==> config.mk <==
export PLATFORM = sky130hd
export DESIGN_NAME = keypad_entry
export DESIGN_NICKNAME = d
export VERILOG_FILES = /design/src/rtl/keypad_entry.sv
export SDC_FILE = /design/constraint.sdc
export NUM_CORES = 1
export LEC_CHECK = 0
export ABC_AREA = 1
export CAP_MARGIN = 30
export CORE_MARGIN = 3
export CORE_UTILIZATION = 45
export DETAILED_ROUTE_END_ITERATION = 12
export PLACE_DENSITY_LB_ADDON = 0.12
export SLEW_MARGIN = 20
export SYNTH_ARGS = -nofsm -noshare
export SYNTH_HDL_FRONTEND = slang
export SYNTH_SLANG_ARGS = --single-unit
==> constraint.sdc <==
create_clock -name clk -period 2.4 [get_ports clk]
set_input_delay 0.48 -clock clk [delete_from_list [all_inputs] [get_ports clk]]
set_output_delay 0.48 -clock clk [all_outputs]
set_load 0.03 [all_outputs]
==> src/rtl/keypad_entry.sv <==
`timescale 1ns/1ps
// 4x4 active-low keypad scanner with per-key debounce; accepted hex digits
// shift into a 16-bit entry register (newest digit in [3:0]).
module keypad_entry #(
  parameter int unsigned DEBOUNCE_MS = 20
) (
  input  logic        clk,
  input  logic        rst,
  input  logic        ce1ms,
  input  logic [3:0]  row,
  input  logic        clr,
  output logic [3:0]  col,
  output logic [15:0] dat,
  output logic [3:0]  key_code,
  output logic        key_valid,
  output logic        pressed
);

  typedef enum logic [1:0] {SCAN, DEBOUNCE, ACCEPT, RELEASE} state_t;

  localparam logic [7:0] DB_LIMIT = 8'(DEBOUNCE_MS);

  state_t      state_q, state_d;
  logic [3:0]  sync_q, row_s_q;
  logic [1:0]  col_idx_q, col_idx_d;
  logic [1:0]  row_idx_q, row_idx_d;
  logic [3:0]  col_q, col_d;
  logic [7:0]  cnt_q, cnt_d;
  logic [15:0] dat_q, dat_d;
  logic [3:0]  key_code_q, key_code_d;
  logic        key_valid_q, key_valid_d;
  logic        pressed_q, pressed_d;

  logic [7:0]  cnt_inc;
  logic        cnt_done;
  logic        latched_low;
  logic [1:0]  low_idx;

  always_ff @(posedge clk or negedge rst) begin
    if (!rst) begin
      sync_q  <= '1;
      row_s_q <= '1;
    end else begin
      sync_q  <= row;
      row_s_q <= sync_q;
    end
  end

  // Lowest-indexed low row wins when several are pressed in one column.
  always_comb begin
    low_idx = 2'd3;
    if (!row_s_q[0])      low_idx = 2'd0;
    else if (!row_s_q[1]) low_idx = 2'd1;
    else if (!row_s_q[2]) low_idx = 2'd2;
  end

  assign cnt_inc     = (cnt_q == 8'hFF) ? cnt_q : cnt_q + 8'd1;
  assign cnt_done    = (cnt_inc >= DB_LIMIT);
  assign latched_low = ~row_s_q[row_idx_q];

  always_comb begin
    state_d     = state_q;
    col_idx_d   = col_idx_q;
    row_idx_d   = row_idx_q;
    col_d       = col_q;
    cnt_d       = cnt_q;
    dat_d       = dat_q;
    key_code_d  = key_code_q;
    key_valid_d = 1'b0;
    pressed_d   = 1'b0;

    case (state_q)
      SCAN: begin
        if (ce1ms) begin
          if (row_s_q != 4'hF) begin
            row_idx_d = low_idx;
            cnt_d     = '0;
            state_d   = DEBOUNCE;
          end else begin
            col_idx_d = col_idx_q + 2'd1;
            col_d     = {col_q[2:0], col_q[3]};
          end
        end
      end
      DEBOUNCE: begin
        if (ce1ms) begin
          if (latched_low) begin
            cnt_d = cnt_inc;
            if (cnt_done) state_d = ACCEPT;
          end else begin
            state_d = SCAN;
          end
        end
      end
      ACCEPT: begin
        key_valid_d = 1'b1;
        key_code_d  = {row_idx_q, col_idx_q};
        dat_d       = {dat_q[11:0], row_idx_q, col_idx_q};
        cnt_d       = '0;
        state_d     = RELEASE;
      end
      RELEASE: begin
        // pressed is held low on the exit edge so it falls with the col advance
        pressed_d = 1'b1;
        if (ce1ms) begin
          if (!latched_low) begin
            cnt_d = cnt_inc;
            if (cnt_done) begin
              state_d   = SCAN;
              pressed_d = 1'b0;
              col_idx_d = col_idx_q + 2'd1;
              col_d     = {col_q[2:0], col_q[3]};
            end
          end else begin
            cnt_d = '0;
          end
        end
      end
      default: state_d = SCAN;
    endcase

    if (clr) dat_d = '0;
  end

  always_ff @(posedge clk or negedge rst) begin
    if (!rst) begin
      state_q     <= SCAN;
      col_idx_q   <= '0;
      row_idx_q   <= '0;
      col_q       <= 4'b1110;
      cnt_q       <= '0;
      dat_q       <= '0;
      key_code_q  <= '0;
      key_valid_q <= 1'b0;
      pressed_q   <= 1'b0;
    end else begin
      state_q     <= state_d;
      col_idx_q   <= col_idx_d;
      row_idx_q   <= row_idx_d;
      col_q       <= col_d;
      cnt_q       <= cnt_d;
      dat_q       <= dat_d;
      key_code_q  <= key_code_d;
      key_valid_q <= key_valid_d;
      pressed_q   <= pressed_d;
    end
  end

  assign col       = col_q;
  assign dat       = dat_q;
  assign key_code  = key_code_q;
  assign key_valid = key_valid_q;
  assign pressed   = pressed_q;

endmodule

[Word-level counts from Yosys, hierarchy flattened]
Index checks and enable logic that the tools add are counted.
Storage, ports and cells
  bits in registers: 48
  input port bits: 8
  output and inout port bits: 26
  logic and storage cells: 77
Cells by class
  add/subtract/negate cells: 2
  magnitude comparators: 2
  eq/ne operators: 14
  mux-type cells: 41
  reduce and logical (&&, ||, !) cells: 7
Operator list (count)
  8-bit 2-to-1 mux: 7
  16-bit 2-to-1 mux: 2
  8-bit case mux with 4 select lines: 1
  2-bit 2-to-1 mux: 15
  4-bit 2-to-1 mux: 5
  2-bit != test, second input constant: 8
  8-bit by 1-bit adder with 8-bit output, second input constant: 1
  8-bit equality test, second input constant: 1
  8-bit by 5-bit >= comparator with 1-bit output, second input constant: 1
  2-bit case mux with 4 select lines: 1
  4-bit case mux with 2 select lines: 1
  1-bit 2-to-1 mux: 7
  7-bit AND reduction: 1
  6-bit AND reduction: 1
  5-bit AND reduction: 1
  2-bit equality test, second input constant: 2
  4-bit != test, second input constant: 1
  2-bit case mux with 2 select lines: 1
  2-bit nonzero test: 2
  2-bit by 3-bit less-than comparator with 1-bit output, second input constant: 1
  3-bit != test, second input constant: 1
  3-bit AND reduction: 1
  2-bit by 1-bit adder with 2-bit output, second input constant: 1
  1-bit binary-select mux with 2-bit select: 1
  other kinds (2): 2

[Logic depth before layout (Yosys ltp)]
  depth after elaboration: 7
  depth in mapped cells: 14
  depth with buffers taken out: 14

[Worst setup path before layout]
No wires, ideal clock.
  kind: reg-to-reg
  from: register cnt_q[1]
  to: register col_q[0], in the netlist col[0]
  setup time: 0.118 ns
  arrival: 1.433 ns
  data required time: 2.282 ns
  setup slack: 0.849 ns
  stages on the path, launching flop included: 13
  buffers on the path: 0
  period minus slack after synthesis: 1.551 ns
  cells stage by stage: dfrtp_1 > ha_1 > nand2_1 > nor2_1 > nand2_2 > nand2_1 > nand2_2 > nand2_2 > nand3_2 > nand2_4 > nand2_4 > nand2_1 > nand2_1
Between the ends
  word-level cells in the longest chain between the ends: 5
  elaborated cells on any way between the ends: 6
  classes of those cells: add/sub (1); order compare (1); eq/ne (2); mux (1); reduce/logical (1)
Ends and longest elaborated chain
  from (decl): RTL line 28  | logic [7:0] cnt_q, cnt_d;
  from (signal assigned): RTL line 141  | cnt_q <= cnt_d;
  8-bit by 1-bit adder with 8-bit output or 8-bit equality test (tied branches): RTL line 57  | assign cnt_inc = (cnt_q == 8'hFF) ? cnt_q : cnt_q + 8'd1;
  8-bit 2-to-1 mux *: RTL line 57
  8-bit by 5-bit >= comparator with 1-bit output *: RTL line 58  | assign cnt_done = (cnt_inc >= DB_LIMIT);
  2-bit != test (no line) *
  6-bit AND reduction (no line) *
  to (signal assigned): RTL line 140  | col_q <= col_d;
  to (decl): RTL line 27  | logic [3:0] col_q, col_d;
Every way passes the cells marked *; elsewhere a longest branch is shown, timed or not.
A chain may end at the register's enable or synchronous reset.

[Final worst setup path]
  from: register col_q[3], in the netlist col[3]
  to: output col[3]
RTL lines
  to (decl): RTL line 12  | output logic [3:0] col,
No word-level cell between the ends.

==> impl_metrics.yaml <==
outcome:
  outcome: "completed"
clock_network:
  path_clk_slew_ns: 0.09
  clock-sinks: 48
  post_cts_resized: 0
  cts-root-buf: "clkbuf_8"
  cts_setup_buffers: 0
  hold_buffers: 0
  cts_tree: "done"
  cts-buffers-inserted: 5
  clockBufferDepth: 2
  clk-insertion-delay-late_ns: 0.30
  htree_levels: 2
drt:
  drc: 0
  drt_iter0_drc: 119
  viasPerCell: 5.10
  drt-total-wl_mm: 4.21
  num_vias: 1654
  ant_nets: 0
  firstDrtPassIters: 4
  routedWlPerCell_um: 13.0
timing:
  finalSetupViolations: 0
  hold_violations: 0
  layout_min_cycle_time_ns: 2.00
  whs_ns: 0.0572
  tightest_slew_ns: 0.409
  relSlewSlack_pct: 72.6
  grt_setup_unrepaired: "false"
  slew_violations: 0
  fmax_ghz: 0.499
  finalClockSkew_ns: 0.00890
  tns_ns: 0
  period_share_pct: 83.5
cells_and_area:
  fin_cells: 324
  fin_util_pct: 58.8
  layout.nets: 280
  drive_above_1_share_pct: 16.2
  antennaDiodeCount: 0
  nFillCells: 407
  syn2layout_area_growth_pct: 22.6
floorplanning:
  fp.dieArea_um2: 5640
  die_w_um: 75.1
  io_pins: 34
  die_h_um: 75.1
  initial_utilization_pct: 48.0
  rows: 24
  core_um2: 4470
synth:
  syn_inst: 232
  synthTopCellsByCount: "56 x nand2_1, 37 x dfrtp_1, 29 x inv_1"
  synth_top_area_cell: "dfrtp_1"
  ys_types: 30
  ys_seq_area_share_pct: 56.6
  synth_area_per_cell_um2: 9.25
  synth_ff_type: "dfrtp_1"
  post-synth-top-count-cell: "nand2_1"
  synth_edf_count: 0
  synth_nets: 241
  synth_top_cell_area_share_pct: 43.1
  syn_area_um2: 2150
  ys_ff_latch: 48
  yosys_warnings: 0
  synthArstFlopShare_pct: 100
  synthTopCellsByArea: "dfrtp_1 43%, dfstp_2 13%, nand2_1 9.8%"
placed_design:
  dp_hpwl_mm: 3.13
  port_buffers: 33
  place_congestion: 0.918
  placed_cells: 316
setup_path:
  crit_chain: "clkdlybuf4s50_1"
  required_ns: 1.92
  critical_path_depth: 1
  cpPeakStageDelay_ns: 0.66
  cp-endpoint: "col[3]"
  r2r_slack_ns: 0.57
  crit_path_start_kind: "flop"
  cp_max_fo: 3
  cp.arrival_ns: 1.52
  ff2ff_path_depth: 8
  crit_slowest_cell: "clkdlybuf4s50_1"
  worst_setup_path_end_kind: "output port"
  r2r-start: "row_s_q[2]"
  critPathLaunch: "col[3]"
  rr_endpoint: "cnt_q[3]"
  critical_path.top_delay_family: "buffers and inverters"
  crit_buf_inv: 1
  crit_type: "flop to output port"
global_routing:
  grt_start_max_net_pins: 22
  grt_pass1_wl_mm: 7.25
  grt_pass1_vias: 1555
  antenna_found_initial: 0
  track_usage_pct: 17.0
  grt_overflow: 0
pwr:
  ir_drop_v: 0.000377
  power_density_nw_per_um2: 930
  finalPower_mw: 2.45
  leakagePower_nw: 1.20
worst_hold_path:
  hold_class: "input port to async pin"
flow_run:
  drv_cap: 0
## where the power goes
part / total, mW / switching [mW] / internal (mW)
Clock: 0.497 / 0.263 / 0.234
Sequential: 1.07 / 0.122 / 0.950
Combinational: 0.878 / 0.571 / 0.307
## logic make-up (layout without fill, tap and decap cells)
kind of cell / Yosys count / after routing / synth area share [%]
AO/OA/AOI/OAI: 35 / 35 / 9.97
XOR/XNOR: 4 / 4 / 1.63
adder cells (fa/ha/maj): 1 / 1 / 0.583
buffers and inverters: 34 / 74 / 6.06
flip-flops: 48 / 48 / 56.6
AND/OR/NAND/NOR: 110 / 110 / 25.2
## registers in the layout, summed over array words and instances (netlist names), named ones only
signal     count
col_idx_q      2
pressed        1
col            4
key_code       4
cnt_q          8
row_s_q        4
state_q        1
key_valid      1
dat           16
row_idx_q      2
sync_q         4
## metal layers
| layer | global-route usage, % | part of all wire, % |
|---|---|---|
| met5 | 0 | 0 |
| met2 | 25.4 | 46 |
| met1 | 24.6 | 48 |
| met4 | 4.74 | 1.2 |
| met3 | 4.01 | 4.5 |
## worst min-delay path by stage
stage | to | slack (ns)
final | cnt_q[6] | 0.06
after detailed placement | row_s_q[0] | 0.35
after global placement | row_s_q[2] | 0.35
after global routing | dat[3] | 0.07
after floorplan | async pin | 0.18
after CTS | cnt_q[6] | 0.06
## metrics by stage
stage / area, um2 / setup slack (ns)
6_report: 2630 / 0.397
3_5_place_dp: 2540 / 0.523
3_3_place_gp: 2540 / 0.563
2_1_floorplan: 2150 / 0.849
5_1_grt: 2630 / 0.347
4_1_cts: 2630 / 0.379
## area by class of cell
type | count | area, um2 | share of cell area [%]
tap | 52 | 65.1 | 2.47
timing repair buffer | 35 | 340 | 12.9
sequential | 48 | 1210 | 46.2
multi-input combinational | 150 | 802 | 30.5
inverter | 31 | 116 | 4.42
clock inverter | 1 | 7.51 | 0.285
clock buffer | 7 | 86.3 | 3.28
## layout by cell type (no fill, tap or decap), drive strengths merged
cell and n:
o21ai 12, buf 3, o22ai 16, or2 1
nand4 6, clkdlybuf4s50 32, nor2 15, nand2 66
nand3b 1, xor2 3, xnor2 1, inv 31
dfrtp 37, ha 1, clkinvlp 1, o211ai 1
dfstp 11, nand3 19, clkbuf 7, a31oi 1
a21oi 5, nor3 1, and2 1
(Power assumes the default switching activity.)
